File: src/rtl/mips_pkg.sv
// Shared pipeline constants and the fetch-queue entry layout.
package mips_pkg;

  localparam logic [31:0] RESET_PC  = 32'h0000_3000;
  localparam logic [31:0] NOP_INSTR = 32'h0000_0000;
  localparam int unsigned FQ_DEPTH  = 4;

  typedef struct packed {
    logic [31:0] pc;
    logic [31:0] instr;
  } fq_entry_t;

endpackage

File: src/rtl/fetch_queue.sv
// First-word-fall-through instruction queue between fetch and decode.
// Head entry is shown combinationally from registered state; no input bypass.
module fetch_queue
  import mips_pkg::*;
#(
  parameter int unsigned DEPTH = FQ_DEPTH,
  parameter int unsigned CW    = $clog2(DEPTH) + 1
) (
  input  logic          Clk,
  input  logic          Reset,
  input  logic          Flush,
  input  logic          F_Valid,
  input  logic [31:0]   F_PC,
  input  logic [31:0]   F_Instr,
  output logic          F_Ready,
  output logic          D_Valid,
  output logic [31:0]   D_PC,
  output logic [31:0]   D_Instr,
  input  logic          D_Ready,
  output logic [CW-1:0] Count
);

  localparam int unsigned AW = $clog2(DEPTH);

  fq_entry_t     mem [DEPTH];
  fq_entry_t     head_entry;
  logic [AW-1:0] head;
  logic [AW-1:0] tail;
  logic [CW-1:0] count_q;
  logic          push;
  logic          pop;

  // Ready depends only on occupancy, so a pop never frees a slot for the same cycle.
  assign F_Ready    = (count_q != CW'(DEPTH));
  assign D_Valid    = (count_q != CW'(0));
  assign push       = F_Valid && F_Ready && !Flush;
  assign pop        = D_Valid && D_Ready && !Flush;
  assign head_entry = mem[head];
  assign D_PC       = D_Valid ? head_entry.pc    : 32'h0000_0000;
  assign D_Instr    = D_Valid ? head_entry.instr : NOP_INSTR;
  assign Count      = count_q;

  // Storage carries no reset; validity lives entirely in count_q.
  always_ff @(posedge Clk) begin
    if (push && !Reset) begin
      mem[tail] <= '{pc: F_PC, instr: F_Instr};
    end
  end

  always_ff @(posedge Clk) begin
    if (Reset || Flush) begin
      head    <= '0;
      tail    <= '0;
      count_q <= '0;
    end else begin
      if (push) tail <= tail + AW'(1);
      if (pop)  head <= head + AW'(1);
      case ({push, pop})
        2'b10:   count_q <= count_q + CW'(1);
        2'b01:   count_q <= count_q - CW'(1);
        default: count_q <= count_q;
      endcase
    end
  end

endmodule

File: config.mk
export PLATFORM = sky130hd
export DESIGN_NAME = fetch_queue
export DESIGN_NICKNAME = d
export VERILOG_FILES = /design/src/rtl/mips_pkg.sv /design/src/rtl/fetch_queue.sv
export SDC_FILE = /design/constraint.sdc
export NUM_CORES = 1
export LEC_CHECK = 0
export CAP_MARGIN = 20
export CORE_ASPECT_RATIO = 0.5
export CORE_MARGIN = 1
export CORE_UTILIZATION = 35
export DETAILED_ROUTE_END_ITERATION = 6
export HOLD_SLACK_MARGIN = 0.15
export REMOVE_ABC_BUFFERS = 1
export SYNTH_ARGS = -nofsm -noshare
export SYNTH_HDL_FRONTEND = slang
export SYNTH_SLANG_ARGS = --single-unit
File: constraint.sdc
create_clock -name Clk -period 7.8 [get_ports Clk]
set_clock_uncertainty 0.1 [all_clocks]
set_input_delay 0.78 -clock Clk [delete_from_list [all_inputs] [get_ports Clk]]
set_output_delay 0.78 -clock Clk [all_outputs]
set_load 0.03 [all_outputs]
==> flow_metrics.tcl, run 1 <==
set metrics [dict create \
    hold_class "reg2reg" \
    stdcell_count 1005 \
    clock-sinks 265 \
    die-width_um 244 \
    fin_crit_ps 4310 \
    synthCells 458 \
    ioPinCount 138 \
    whs_ps 401 \
    fin_crit_sh_pct 55.3 \
    cts-htree-levels 1 \
    reg2reg_from "Count[2]$_SDFFE_PP0P_" \
    leakage_nw 3.92 \
    async_flop_share_pct 0 \
    powerDensity_nw_per_um2 222 \
    finalHoldViolCount 0 \
    synth-seq-area-share_pct 77.0 \
    worstSetupEndpointType "output port" \
    wire_per_inst_um 19.7 \
    worstPathArrival_ps 3430 \
    grt_pass1_wl_mm 30.1 \
    numPlacedInstances 962 \
    n_fill_cell 2458 \
    timing_worst_setup_path_type "reg2out" \
    synth_warnings 0 \
    core_um2 28200 \
    start_util_pct 36.3 \
    power_frac_comb_pct 4.8 \
    multi_input_area_um2 2160 \
    maxCapViolCount 0 \
    setup_viol 0 \
    rows 43 \
    ff_latch_area_um2 7880 \
    clkTransAtPathRegs_ps 60 \
    cts_tree "yes" \
    final.setup.tns_ps 0 \
    synth_edf_count 256 \
    syn2layout_area_growth_pct 24.1 \
    postCtsHoldBufs 0 \
    grt_pass1_vias 5213 \
    maxSlewViolCount 0 \
    track_usage_pct 13.3 \
    n_antenna_cell 0 \
    antenna_found_initial 0 \
    clk_latency_ps 510 \
    p_switching_mw 0.552 \
    relSlewSlack_pct 30.4 \
    cts_root_buf "clkbuf_16" \
    synth_ff_type "edfxtp_1" \
    syn-cell-area_um2 10200 \
    tightest_slew_ps 1040 \
    synth_area_per_cell_um2 22.3 \
    crit_fanout 35 \
    place.gp.congestion 0.701 \
    startpoint_type "flip-flop" \
    wirelength_mm 19.8 \
    nets 682 \
    num_vias 4800 \
    clock_path_buffers 3 \
    drive_above_1_share_pct 17.2 \
    status "complete, no violations" \
    rsz0062_at_grt "no" \
    drt_first_iter_violations 314 \
    final_common_cell "edfxtp_1" \
    final_cell_mix "edfxtp_1, clkdlybuf4s50_1, and2_1" \
    cts_resized 0 \
    post_cts_buffers 0 \
    finish.utilization_pct 45.0 \
    hold_depth 2 \
    rr_worst_depth 8 \
    clkPwrFrac_pct 39.1 \
    required_ps 6920 \
    via_per_inst 4.78 \
    fmax_mhz 232 \
    power_frac_seq_pct 56.1 \
    dieArea_um2 29900 \
    cts_buffers 25 \
    postRouteAntennaNets 0 \
    grt_overflow 0 \
    min_from "tail[0]$_SDFFE_PP0P_" \
    yosys_register_bits 265 \
    intPower_mw 2.26 \
    drcViolationCount 0 \
    fp.dieH_um 123 \
    grt_max_degree 66 \
    hpwlAfterDp_mm 10.8 \
    switching_share_pct 19.6 \
    port_buffers 137 \
    netlist-cell-type-count 26 \
    reg2reg_slack_ps 5240 \
    first_pass_iters 4 \
    ir_drop_uv 139 \
]
[flip-flops by register name (all words and copies together) (netlist names), named ones only]
signal	cells
mem	256
head	2
tail	2
Count	3
[per-stage QoR]
stage | worst slack [ps] | area [µm²] | total power [mW]
final | 3490 | 12700 | 2.81
after global routing | 3190 | 12700 | 2.91
after CTS | 3340 | 12700 | 2.85
after detailed placement | 3890 | 12000 | 1.75
after global placement | 3870 | 12000 | 1.74
after floorplan | 1300 | 10000 | 1.67
[kinds of logic (layout without fill, tap and decap cells)]
group                      after synthesis  in the layout  synth area share (%)
and+or+nand+nor                         85             85                  5.03
AOI/OAI and AO/OA                        5              5                 0.306
xor gates and xnor gates                 4              4                 0.343
muxes                                   66             66                  14.4
adders and majority gates                6              6                 0.808
buffers and inverters                   27            192                  2.11
DFF                                    265            265                  77.0
[routing by layer]
layer / vias to the layer above / wire length (µm) / share of wire, % / track usage (%)
met4: 0 / 286 / 1.4 / 2.93
met1: 2557 / 8560 / 43 / 17.1
met3: 22 / 532 / 2.7 / 2.06
li1: 2153 / - / - / -
met2: 68 / 10400 / 53 / 23.8
met5: - / 0 / 0 / 0
[power groups by stage]
| stage | registers, mW | logic, mW | clock network (mW) |
|---|---|---|---|
| after detailed placement | 1.61 | 0.137 | 0 |
| after floorplan | 1.61 | 0.0538 | 0 |
| final | 1.58 | 0.135 | 1.10 |
| after global routing | 1.58 | 0.145 | 1.19 |
| after CTS | 1.58 | 0.137 | 1.13 |
| after global placement | 1.61 | 0.135 | 0 |
[synth_stat cells, types with 4 or more instances]
master / instances / area share, %
inv_1: 5 / 0.18
xor2_1: 4 / 0.34
ha_1: 5 / 0.61
buf_2: 6 / 0.29
dfxtp_1: 9 / 1.8
mux4_1: 4 / 1.0
nor3b_1: 4 / 0.29
mux4_2: 60 / 13
clkbuf_1: 8 / 0.29
buf_12: 6 / 1.2
edfxtp_1: 256 / 75
nor2_1: 8 / 0.29
nand2_1: 4 / 0.15
and2_1: 64 / 3.9
[worst max-delay path, stage by stage, from the launching register on]
cell and delay (ps):
dfxtp_4 850, buf_4 640, mux4_1 620, and2_1 170
clkdlybuf4s50_1 600
[final timing paths]
kind / endpoint
setup / recovery: D_PC[31]
hold / removal: tail[0]$_SDFFE_PP0P_
setup reg to reg: Count[2]$_SDFFE_PP0P_
hold reg to reg: tail[0]$_SDFFE_PP0P_
[cell type report]
type | instances | area share, %
clock buffer | 33 | 5.17
clock inverter | 10 | 0.572
inverter | 5 | 0.148
multi-input combinational | 166 | 17.0
sequential | 265 | 62.1
tap | 382 | 3.77
timing repair buffer | 144 | 11.2
Note: power is estimated with default switching activity, not from simulation.
==> run 2, diff against run 1 <==
clock period = 4.25 ns   (was 7.8 ns; I/O delays follow)
==> flow_metrics.tcl, run 2 (synthesized netlist as in run 1, its figures left out) <==
set metrics [dict create \
    drcViolationCount 0 \
    post_cts_buffers 0 \
    wirelength_mm 19.9 \
    cts_tree "yes" \
    nets 685 \
    grt_overflow 0 \
    cts-htree-levels 1 \
    tightest_slew_ps 697 \
    final_cell_mix "edfxtp_1, clkdlybuf4s50_1, and2_1" \
    whs_ps 408 \
    largest_reg_flops 256 \
    r2r-end "Count[2]$_SDFFE_PP0P_" \
    leakage_nw 4.01 \
    powerDensity_nw_per_um2 418 \
    stdcell_count 1009 \
    rr_worst_depth 8 \
    ioPinCount 138 \
    n_fill_cell 2406 \
    grt_pass1_wl_mm 30.5 \
    numPlacedInstances 965 \
    rows 43 \
    relSlewSlack_pct 53.5 \
    finish.utilization_pct 45.6 \
    dpl_cell_area_um2 12000 \
    postCtsHoldBufs 0 \
    hold_depth 2 \
    cts_root_buf "clkbuf_16" \
    core_um2 28200 \
    crit_end "D_PC[1]" \
    drt_first_iter_violations 336 \
    start_util_pct 36.3 \
    drive_above_1_share_pct 18.8 \
    timing_worst_setup_path_type "reg2out" \
    rsz0062_at_grt "no" \
    largest_register "mem" \
    ir_drop_uv 337 \
    cp.depth 4 \
    setup_viol 0 \
    wire_per_inst_um 19.7 \
    cp_top_family "buffers and inverters" \
    antenna_found_initial 0 \
    maxSlewViolCount 0 \
    worstPathArrival_ps 2910 \
    clkTransAtPathRegs_ps 60 \
    clock_path_buffers 3 \
    fin_crit_ps 3440 \
    ff_latch_area_um2 7880 \
    crit_fanout 27 \
    multi_input_area_um2 2160 \
    clk_latency_ps 510 \
    maxCapViolCount 0 \
    startpoint_type "flip-flop" \
    die-width_um 244 \
    finalHoldViolCount 0 \
    n_antenna_cell 0 \
    postRouteAntennaNets 0 \
    hold_class "reg2reg" \
    num_vias 4764 \
    cts_resized 0 \
    port_buffers 137 \
    dieArea_um2 29900 \
    reg2reg_from "Count[2]$_SDFFE_PP0P_" \
    grt_pass1_vias 5305 \
    critical-path-max-stage-delay_ps 750 \
    status "complete, no violations" \
    clock-sinks 265 \
    fmax_mhz 291 \
    reg2reg_slack_ps 1670 \
    required_ps 3720 \
    path_cells "buf_12 -> mux4_1 -> and2_1 -> clkdlybuf4s50_1" \
    syn2layout_area_growth_pct 25.9 \
    finalPower_mw 5.37 \
    place.gp.congestion 0.703 \
    track_usage_pct 13.5 \
    final_common_cell "edfxtp_1" \
    hpwlAfterDp_mm 11.3 \
    fin_crit_sh_pct 80.9 \
    cpMaxStageDelayCell "dfxtp_4" \
    worstSetupEndpointType "output port" \
    cts_buffers 25 \
    grt_max_degree 66 \
    critPathBufInv 2 \
    final_area_um2 12900 \
    first_pass_iters 4 \
    fp.dieH_um 123 \
    via_per_inst 4.72 \
]
[run 2: through the flow]
stage          setup TNS (ps)  worst slack (ps)
2_1_floorplan         -576020             -2250
3_3_place_gp                0              1280
3_5_place_dp                0              1280
4_1_cts                     0               715
5_1_grt                     0               611
6_report                    0               814
[run 2: power by group]
part / leakage (nW) / internal, mW / total, mW / switching, mW
clock: 0.412 / 1.32 / 2.23 / 0.908
sequential: 2.39 / 2.89 / 2.89 / 0.00821
combinational: 1.21 / 0.126 / 0.250 / 0.124
[run 2: area by class of cell]
class | instances | share of cell area, %
Multi-Input combinational cell | 166 | 16.8
Clock buffer | 36 | 5.74
Clock inverter | 8 | 0.690
Tap cell | 382 | 3.71
Timing Repair Buffer | 147 | 11.7
Inverter | 5 | 0.146
Sequential cell | 265 | 61.2
[run 2: how the worst min path moves through the flow]
stage	startpoint	to	slack [ps]
finish	tail[1]$_SDFFE_PP0P_	tail[1]$_SDFFE_PP0P_	410
global route	F_PC[24]	mem[1][56]$_DFFE_PP_	430
CTS	tail[1]$_SDFFE_PP0P_	tail[1]$_SDFFE_PP0P_	410
detailed placement	tail[0]$_SDFFE_PP0P_	tail[0]$_SDFFE_PP0P_	400
global placement	tail[1]$_SDFFE_PP0P_	tail[1]$_SDFFE_PP0P_	390
floorplan	tail[1]$_SDFFE_PP0P_	tail[1]$_SDFFE_PP0P_	370
[run 2: per-layer routing]
| layer | up-vias | global-route usage, % | part of all wire [%] |
|---|---|---|---|
| li1 | 2167 | - | - |
| met1 | 2515 | 17.8 | 44 |
| met2 | 60 | 23.7 | 52 |
| met3 | 22 | 2.08 | 2.5 |
| met4 | 0 | 2.89 | 1.5 |
| met5 | - | 0 | 0 |
[run 2: worst min-delay path: stages, from the launching register on]
cell	delay, ps
dfxtp_1	340
nand2_1	70
mux2i_1	60
